$ cat src/rtl/shift_sequencer.sv
// Command-driven sequencer for an 8-bit shift/rotate/Johnson count register.
// Accepts LOAD/ROL/ROR/JOHNSON over valid/ready and reports completion with a one-cycle done pulse.
module shift_sequencer #(
  parameter int WIDTH = 8,
  parameter int LEN_W = 8
) (
  input  logic             clk,
  input  logic             reset,
  input  logic             cmd_valid,
  output logic             cmd_ready,
  input  logic [1:0]       cmd_op,
  input  logic [LEN_W-1:0] cmd_len,
  input  logic [WIDTH-1:0] cmd_data,
  input  logic             hold,
  input  logic             abort,
  output logic [WIDTH-1:0] count,
  output logic             busy,
  output logic [LEN_W-1:0] remaining,
  output logic             done,
  output logic             aborted
);

  typedef enum logic [1:0] {
    S_IDLE = 2'd0,
    S_RUN  = 2'd1,
    S_DONE = 2'd2
  } state_t;

  localparam logic [1:0] OP_LOAD = 2'b00;
  localparam logic [1:0] OP_ROL  = 2'b01;
  localparam logic [1:0] OP_ROR  = 2'b10;
  localparam logic [1:0] OP_JOHN = 2'b11;

  state_t           r_state;
  state_t           w_state_nxt;
  logic [WIDTH-1:0] r_count;
  logic [LEN_W-1:0] r_remaining;
  logic [1:0]       r_op;
  logic             r_aborted;
  logic [WIDTH-1:0] w_step;
  logic             w_accept;
  logic             w_is_load;
  logic             w_len_zero;
  logic             w_last_step;

  assign w_accept    = cmd_valid && (r_state == S_IDLE);
  assign w_is_load   = (cmd_op == OP_LOAD);
  assign w_len_zero  = (cmd_len == '0);
  assign w_last_step = (r_remaining == LEN_W'(1));

  // Next pattern for the operation latched at accept time.
  always_comb begin
    w_step = r_count;
    case (r_op)
      OP_ROL:  w_step = {r_count[WIDTH-2:0], r_count[WIDTH-1]};
      OP_ROR:  w_step = {r_count[0], r_count[WIDTH-1:1]};
      OP_JOHN: w_step = {r_count[WIDTH-2:0], ~r_count[WIDTH-1]};
      default: w_step = r_count;
    endcase
  end

  always_comb begin
    w_state_nxt = r_state;
    case (r_state)
      S_IDLE: begin
        if (w_accept) begin
          if (w_is_load || w_len_zero) w_state_nxt = S_DONE;
          else                         w_state_nxt = S_RUN;
        end
      end
      S_RUN: begin
        if (abort)                    w_state_nxt = S_DONE;
        else if (!hold && w_last_step) w_state_nxt = S_DONE;
      end
      S_DONE:  w_state_nxt = S_IDLE;
      default: w_state_nxt = S_IDLE;
    endcase
  end

  always_ff @(posedge clk) begin
    if (reset) begin
      r_state     <= S_IDLE;
      r_count     <= WIDTH'(1);
      r_remaining <= '0;
      r_op        <= OP_LOAD;
      r_aborted   <= 1'b0;
    end else begin
      r_state <= w_state_nxt;
      // aborted is only rewritten on entry to DONE so it qualifies that pulse.
      if (w_state_nxt == S_DONE && r_state != S_DONE) begin
        r_aborted <= (r_state == S_RUN) && abort;
      end
      case (r_state)
        S_IDLE: begin
          if (w_accept) begin
            r_op <= cmd_op;
            if (w_is_load)        r_count     <= cmd_data;
            else if (!w_len_zero) r_remaining <= cmd_len;
          end
        end
        S_RUN: begin
          if (!abort && !hold) begin
            r_count     <= w_step;
            r_remaining <= r_remaining - LEN_W'(1);
          end
        end
        S_DONE:  r_remaining <= '0;
        default: r_remaining <= '0;
      endcase
    end
  end

  assign cmd_ready = (r_state == S_IDLE);
  assign busy      = (r_state == S_RUN);
  assign done      = (r_state == S_DONE);
  assign count     = r_count;
  assign remaining = r_remaining;
  assign aborted   = r_aborted;

endmodule

$ cat config.mk
export PLATFORM = sky130hd
export DESIGN_NAME = shift_sequencer
export DESIGN_NICKNAME = d
export VERILOG_FILES = /design/src/rtl/shift_sequencer.sv
export SDC_FILE = /design/constraint.sdc
export NUM_CORES = 1
export LEC_CHECK = 0
export CAP_MARGIN = 30
export CORE_MARGIN = 2
export CORE_UTILIZATION = 50
export CTS_CLUSTER_SIZE = 40
export DETAILED_ROUTE_END_ITERATION = 10
export PLACE_DENSITY = 0.85
export SLEW_MARGIN = 30
export SYNTH_ARGS = -nofsm -noshare
export SYNTH_HDL_FRONTEND = slang
export SYNTH_SLANG_ARGS = --single-unit
$ cat constraint.sdc
create_clock -name clk -period 4.6 [get_ports clk]
set_clock_uncertainty 0.05 [all_clocks]
set_input_delay 0.69 -clock clk [delete_from_list [all_inputs] [get_ports clk]]
set_output_delay 0.69 -clock clk [all_outputs]
set_load 0.005 [all_outputs]
# Word-level counts from Yosys, hierarchy flattened
# Cells that the tools add are included.
# W data, S select, Z words.
# word_totals
register_bits	21
# op_classes
n_mux	15
reduce_logical	15
addsub	1
bitwise	1
eq_ne	14
# ops
operator	count
$mux W8	7
$pmux W8 S2	2
$pmux W8 S3	1
$eq A2 B2 Y1 const B	4
$eq A8 B1 Y1 const B	1
$logic_not A8 Y1	1
$mux W2	4
$sub A8 B1 Y8 const B	1
$ne A2 B1 Y1 const B	3
$ne A2 B2 Y1 const B	3
$logic_and A1 B1 Y1	5
$reduce_and A5 Y1	1
$eq A2 B1 Y1 const B	2
$logic_not A2 Y1	2
$ne A4 B1 Y1 const B	1
$pmux W2 S2	1
$reduce_and A4 Y1	1
$logic_not A1 Y1	2
$reduce_and A2 Y1	1
$reduce_bool A2 Y1	1
$logic_or A1 B1 Y1	1
$not A1 Y1	1

# Logic depth before layout (Yosys ltp)
# depth
word_depth	7
depth_mapped	8

# Worst setup path after synthesis
# OpenSTA, ideal clock, no wires.
# synth_timing
path_type	input to register
startpoint	input cmd_len[4]
endpoint	register r_aborted, in the netlist aborted
t_arrival_ps	1939
path_slack_ps	2495
path_buffers	1
cell_stages	5
required_time_ps	4435
path_cell_list	or4_4 o22a_1 buf_6 o22a_1 a31o_1
# synth_between
elab_chain_len	7
# synth_rtl
element	line	source
from (decl)	12	input logic [LEN_W-1:0] cmd_len,
$logic_not A8 Y1	48	assign w_len_zero = (cmd_len == '0);
$logic_or A1 B1 Y1	67	if (w_is_load || w_len_zero) w_state_nxt = S_DONE;
$mux W2	67	
$mux W2	66	if (w_accept) begin
$pmux W2 S2	64	case (r_state)
$eq A2 B2 Y1	90	if (w_state_nxt == S_DONE && r_state != S_DONE) begin
$logic_and A1 B1 Y1	90	
to (signal assigned)	91	r_aborted <= (r_state == S_RUN) && abort;
to (decl)	39	logic r_aborted;
# Every way passes these cells.
# A chain may end at the register's enable or synchronous reset.

# Worst setup path after layout
# layout_timing
startpoint	register r_state[0]
endpoint	output busy
# layout_between
elab_chain_len	1
# layout_rtl
element	line	source
from (decl)	34	state_t r_state;
from (signal assigned)	88	r_state <= w_state_nxt;
$eq A2 B1 Y1	114	assign busy = (r_state == S_RUN);
to (decl)	17	output logic busy,
# Every way passes these cells.

==> impl_metrics.env <==
export IMPL_io_pins=43
export IMPL_cap_violations=0
export IMPL_worst_skew_pair_late_latency_ns=0.30
export IMPL_finalNetCount=227
export IMPL_final_hold_viol_count=0
export IMPL_powerDensity_nw_per_um2=260.4
export IMPL_wl_um=3819
export IMPL_ys_types=47
export IMPL_routed_via_density=6.461
export IMPL_dp_final_hpwl_um=2860
export IMPL_ctsResizeCount=0
export IMPL_cpLargestDelayFamily="buffers and inverters"
export IMPL_clkTransAtPathRegs_ns=0.12
export IMPL_syn_nets=193
export IMPL_diodes=0
export IMPL_ff2ff_setup_slack_ns=2.34
export IMPL_chipHeight_um=56.56
export IMPL_grt_pass1_wl_um=6520
export IMPL_max_slew_margin=0.4989
export IMPL_cts_max_path_buffers=2
export IMPL_synthFlopType="dfxtp_1"
export IMPL_rsz0062_at_grt="no"
export IMPL_synth_area_um2=1381
export IMPL_p_leak_nw=0.6264
export IMPL_required_ns=3.86
export IMPL_critPathLaunchType="register"
export IMPL_numClockSinks=21
export IMPL_path_buf_inv=2
export IMPL_arrival_ns=2.43
export IMPL_syn_to_final_growth_pct=31.43
export IMPL_track_usage=0.2478
export IMPL_cts_tree="done"
export IMPL_die_x_um=56.56
export IMPL_setup_viol=0
export IMPL_synth_most_common_cell="dfxtp_1"
export IMPL_row_count=19
export IMPL_final_util=0.6758
export IMPL_power_uw=472.8
export IMPL_drtPass1Iterations=5
export IMPL_core_area_um2=2686
export IMPL_wire_per_inst_um=16.46
export IMPL_yosys_warnings=0
export IMPL_first_global_vias=1404
export IMPL_numCtsBuffers=3
export IMPL_gp_congestion=0.9023
export IMPL_pwr_share_comb=0.350
export IMPL_power_frac_seq=0.463
export IMPL_drt_iter0_drc=56
export IMPL_final_layout_size_suffix_gt1_frac=0.05970
export IMPL_max_stage_delay_ns=0.76
export IMPL_antenna_found_initial=0
export IMPL_num_vias=1499
export IMPL_placed_cell_area_um2=1778
export IMPL_min_path_type="register to register"
export IMPL_crit_path_end_kind="primary output"
export IMPL_status="finished clean"
export IMPL_p_clk_frac=0.187
export IMPL_synth_largest_area_cell="dfxtp_1"
export IMPL_switching_share=0.3377
export IMPL_grt_overflow=0
export IMPL_critical_path_class="register to primary output"
export IMPL_ant_nets=0
export IMPL_ys_ff_latch=21
export IMPL_p_sw_uw=159.7
export IMPL_root_buffer="clkbuf_4"
export IMPL_maxSlewViolCount=0
export IMPL_drc=0
export IMPL_h_tree_depth=1
export IMPL_peakVddDrop_uv=193.9
export IMPL_crit_path_top_delay_cell="dfxtp_1"
export IMPL_postCtsSetupBuffers=0
export IMPL_synthTopCellsByCount="21 x dfxtp_1, 19 x nor2_1, 14 x o21ai_0, 12 x a21oi_1, 10 x mux2i_1"
export IMPL_design_area_um2=1815
export IMPL_period_needed_ns=3.169
export IMPL_grt_max_degree=22
export IMPL_p_int_uw=313.2
export IMPL_fin_crit_sh=0.6890
export IMPL_synth_top_cell_area_share=0.3043
export IMPL_synthTopCellsByArea="dfxtp_1 30%, mux2i_1 7.2%, a2111o_1 5.7%, nor2_1 5.2%, o21ai_0 5.1%"
export IMPL_portBuffers=42
export IMPL_synthArstFlopShare=0
export IMPL_synth_area_per_cell_um2=8.222
export IMPL_final_setup_tns_ns=0
export IMPL_fmax_mhz=315.5
export IMPL_synth_edff_count=0
export IMPL_synth_seq_area_share=0.3043
export IMPL_worstMarginPinSlew_ns=0.7501
export IMPL_synthCells=168
export IMPL_cts_hold_buf=0
export IMPL_path_cells="nand2_1 > inv_1 > clkdlybuf4s50_1"
export IMPL_die_area_um2=3199
export IMPL_initial_core_util=0.5142
export IMPL_cp_max_fo=21
## logic make-up after synthesis
kind of cell | share of synthesized area
muxes | 0.07247
AOI/OAI and AO/OA | 0.3415
adders and majority gates | 0.01811
and+or+nand+nor | 0.1966
DFF | 0.3043
buffers and inverters | 0.06702
## state kept, by name, indices dropped and copies added, names as in the netlist
signal / flops
count: 8
r_state: 2
aborted: 1
remaining: 8
r_op: 2
## cells in the final DEF, fill, tap and decap left out, drive strengths merged, types with 2 or more instances in the layout
cell and instances:
and3 3, a31oi 3, nor3 8, mux2i 10, o31ai 2, a21oi 12, nor2 19, nor2b 4
o2111ai 3, ha 2, a32o 4, a2111o 7, o21ai 16, clkdlybuf4s50 42, a31o 2, clkbuf 3
nand2 4, nor3b 3, o22a 2, o211ai 2, or4 4, dfxtp 21, inv 8, o221ai 2
## worst register-to-register path: stages (launching register included)
cell	delay, ns
dfxtp_1	0.76
nand2_1	0.23
inv_1	0.52
nor2_1	0.10
a2111o_1	0.41
a21oi_1	0.12
## worst paths after layout
| path | start | endpoint | cells past startpoint |
|---|---|---|---|
| setup / recovery | r_state[0] | busy | 3 |
| hold / removal | aborted | aborted | 1 |
| setup reg to reg | r_state[0] | count[1] | 5 |
| hold reg to reg | aborted | aborted | 1 |
## power by group through the flow
stage / Clock (mW) / Sequential (mW) / Combinational (mW)
6_report: 0.0886 / 0.219 / 0.165
5_1_grt: 0.0944 / 0.221 / 0.182
4_1_cts: 0.0885 / 0.218 / 0.163
3_5_place_dp: 0 / 0.222 / 0.162
3_3_place_gp: 0 / 0.221 / 0.157
2_1_floorplan: 0 / 0.215 / 0.0996
## cell type report
| cell class | instances | area [um2] |
|---|---|---|
| multi-input combinational | 126 | 878.3 |
| inverter | 8 | 30.03 |
| tap | 31 | 38.79 |
| clock inverter | 1 | 5.005 |
| sequential | 21 | 420.4 |
| clock buffer | 3 | 22.52 |
| fill | 232 | 870.8 |
| timing repair buffer | 42 | 420.4 |
## metal layers
metal	vias up	GRT usage	part of all wire	routed length [um]
met1	707	0.3229	0.41	1575
li1	714	-	-	-
met5	-	0	0	0
met3	6	0.03687	0.068	261
met2	72	0.4286	0.51	1957
met4	0	0.05782	0.0063	24
## per-stage QoR
| stage | setup slack (ns) | hold WS [ns] | instances |
|---|---|---|---|
| 3_3_place_gp | 1.929 | 0.4113 | 228 |
| 3_5_place_dp | 1.808 | 0.4132 | 228 |
| 4_1_cts | 1.472 | 0.4416 | 232 |
| 5_1_grt | 1.246 | 0.4921 | 232 |
| 2_1_floorplan | 2.495 | 0.4231 | 168 |
| 6_report | 1.431 | 0.4361 | 232 |
(Power assumes the default switching activity.)
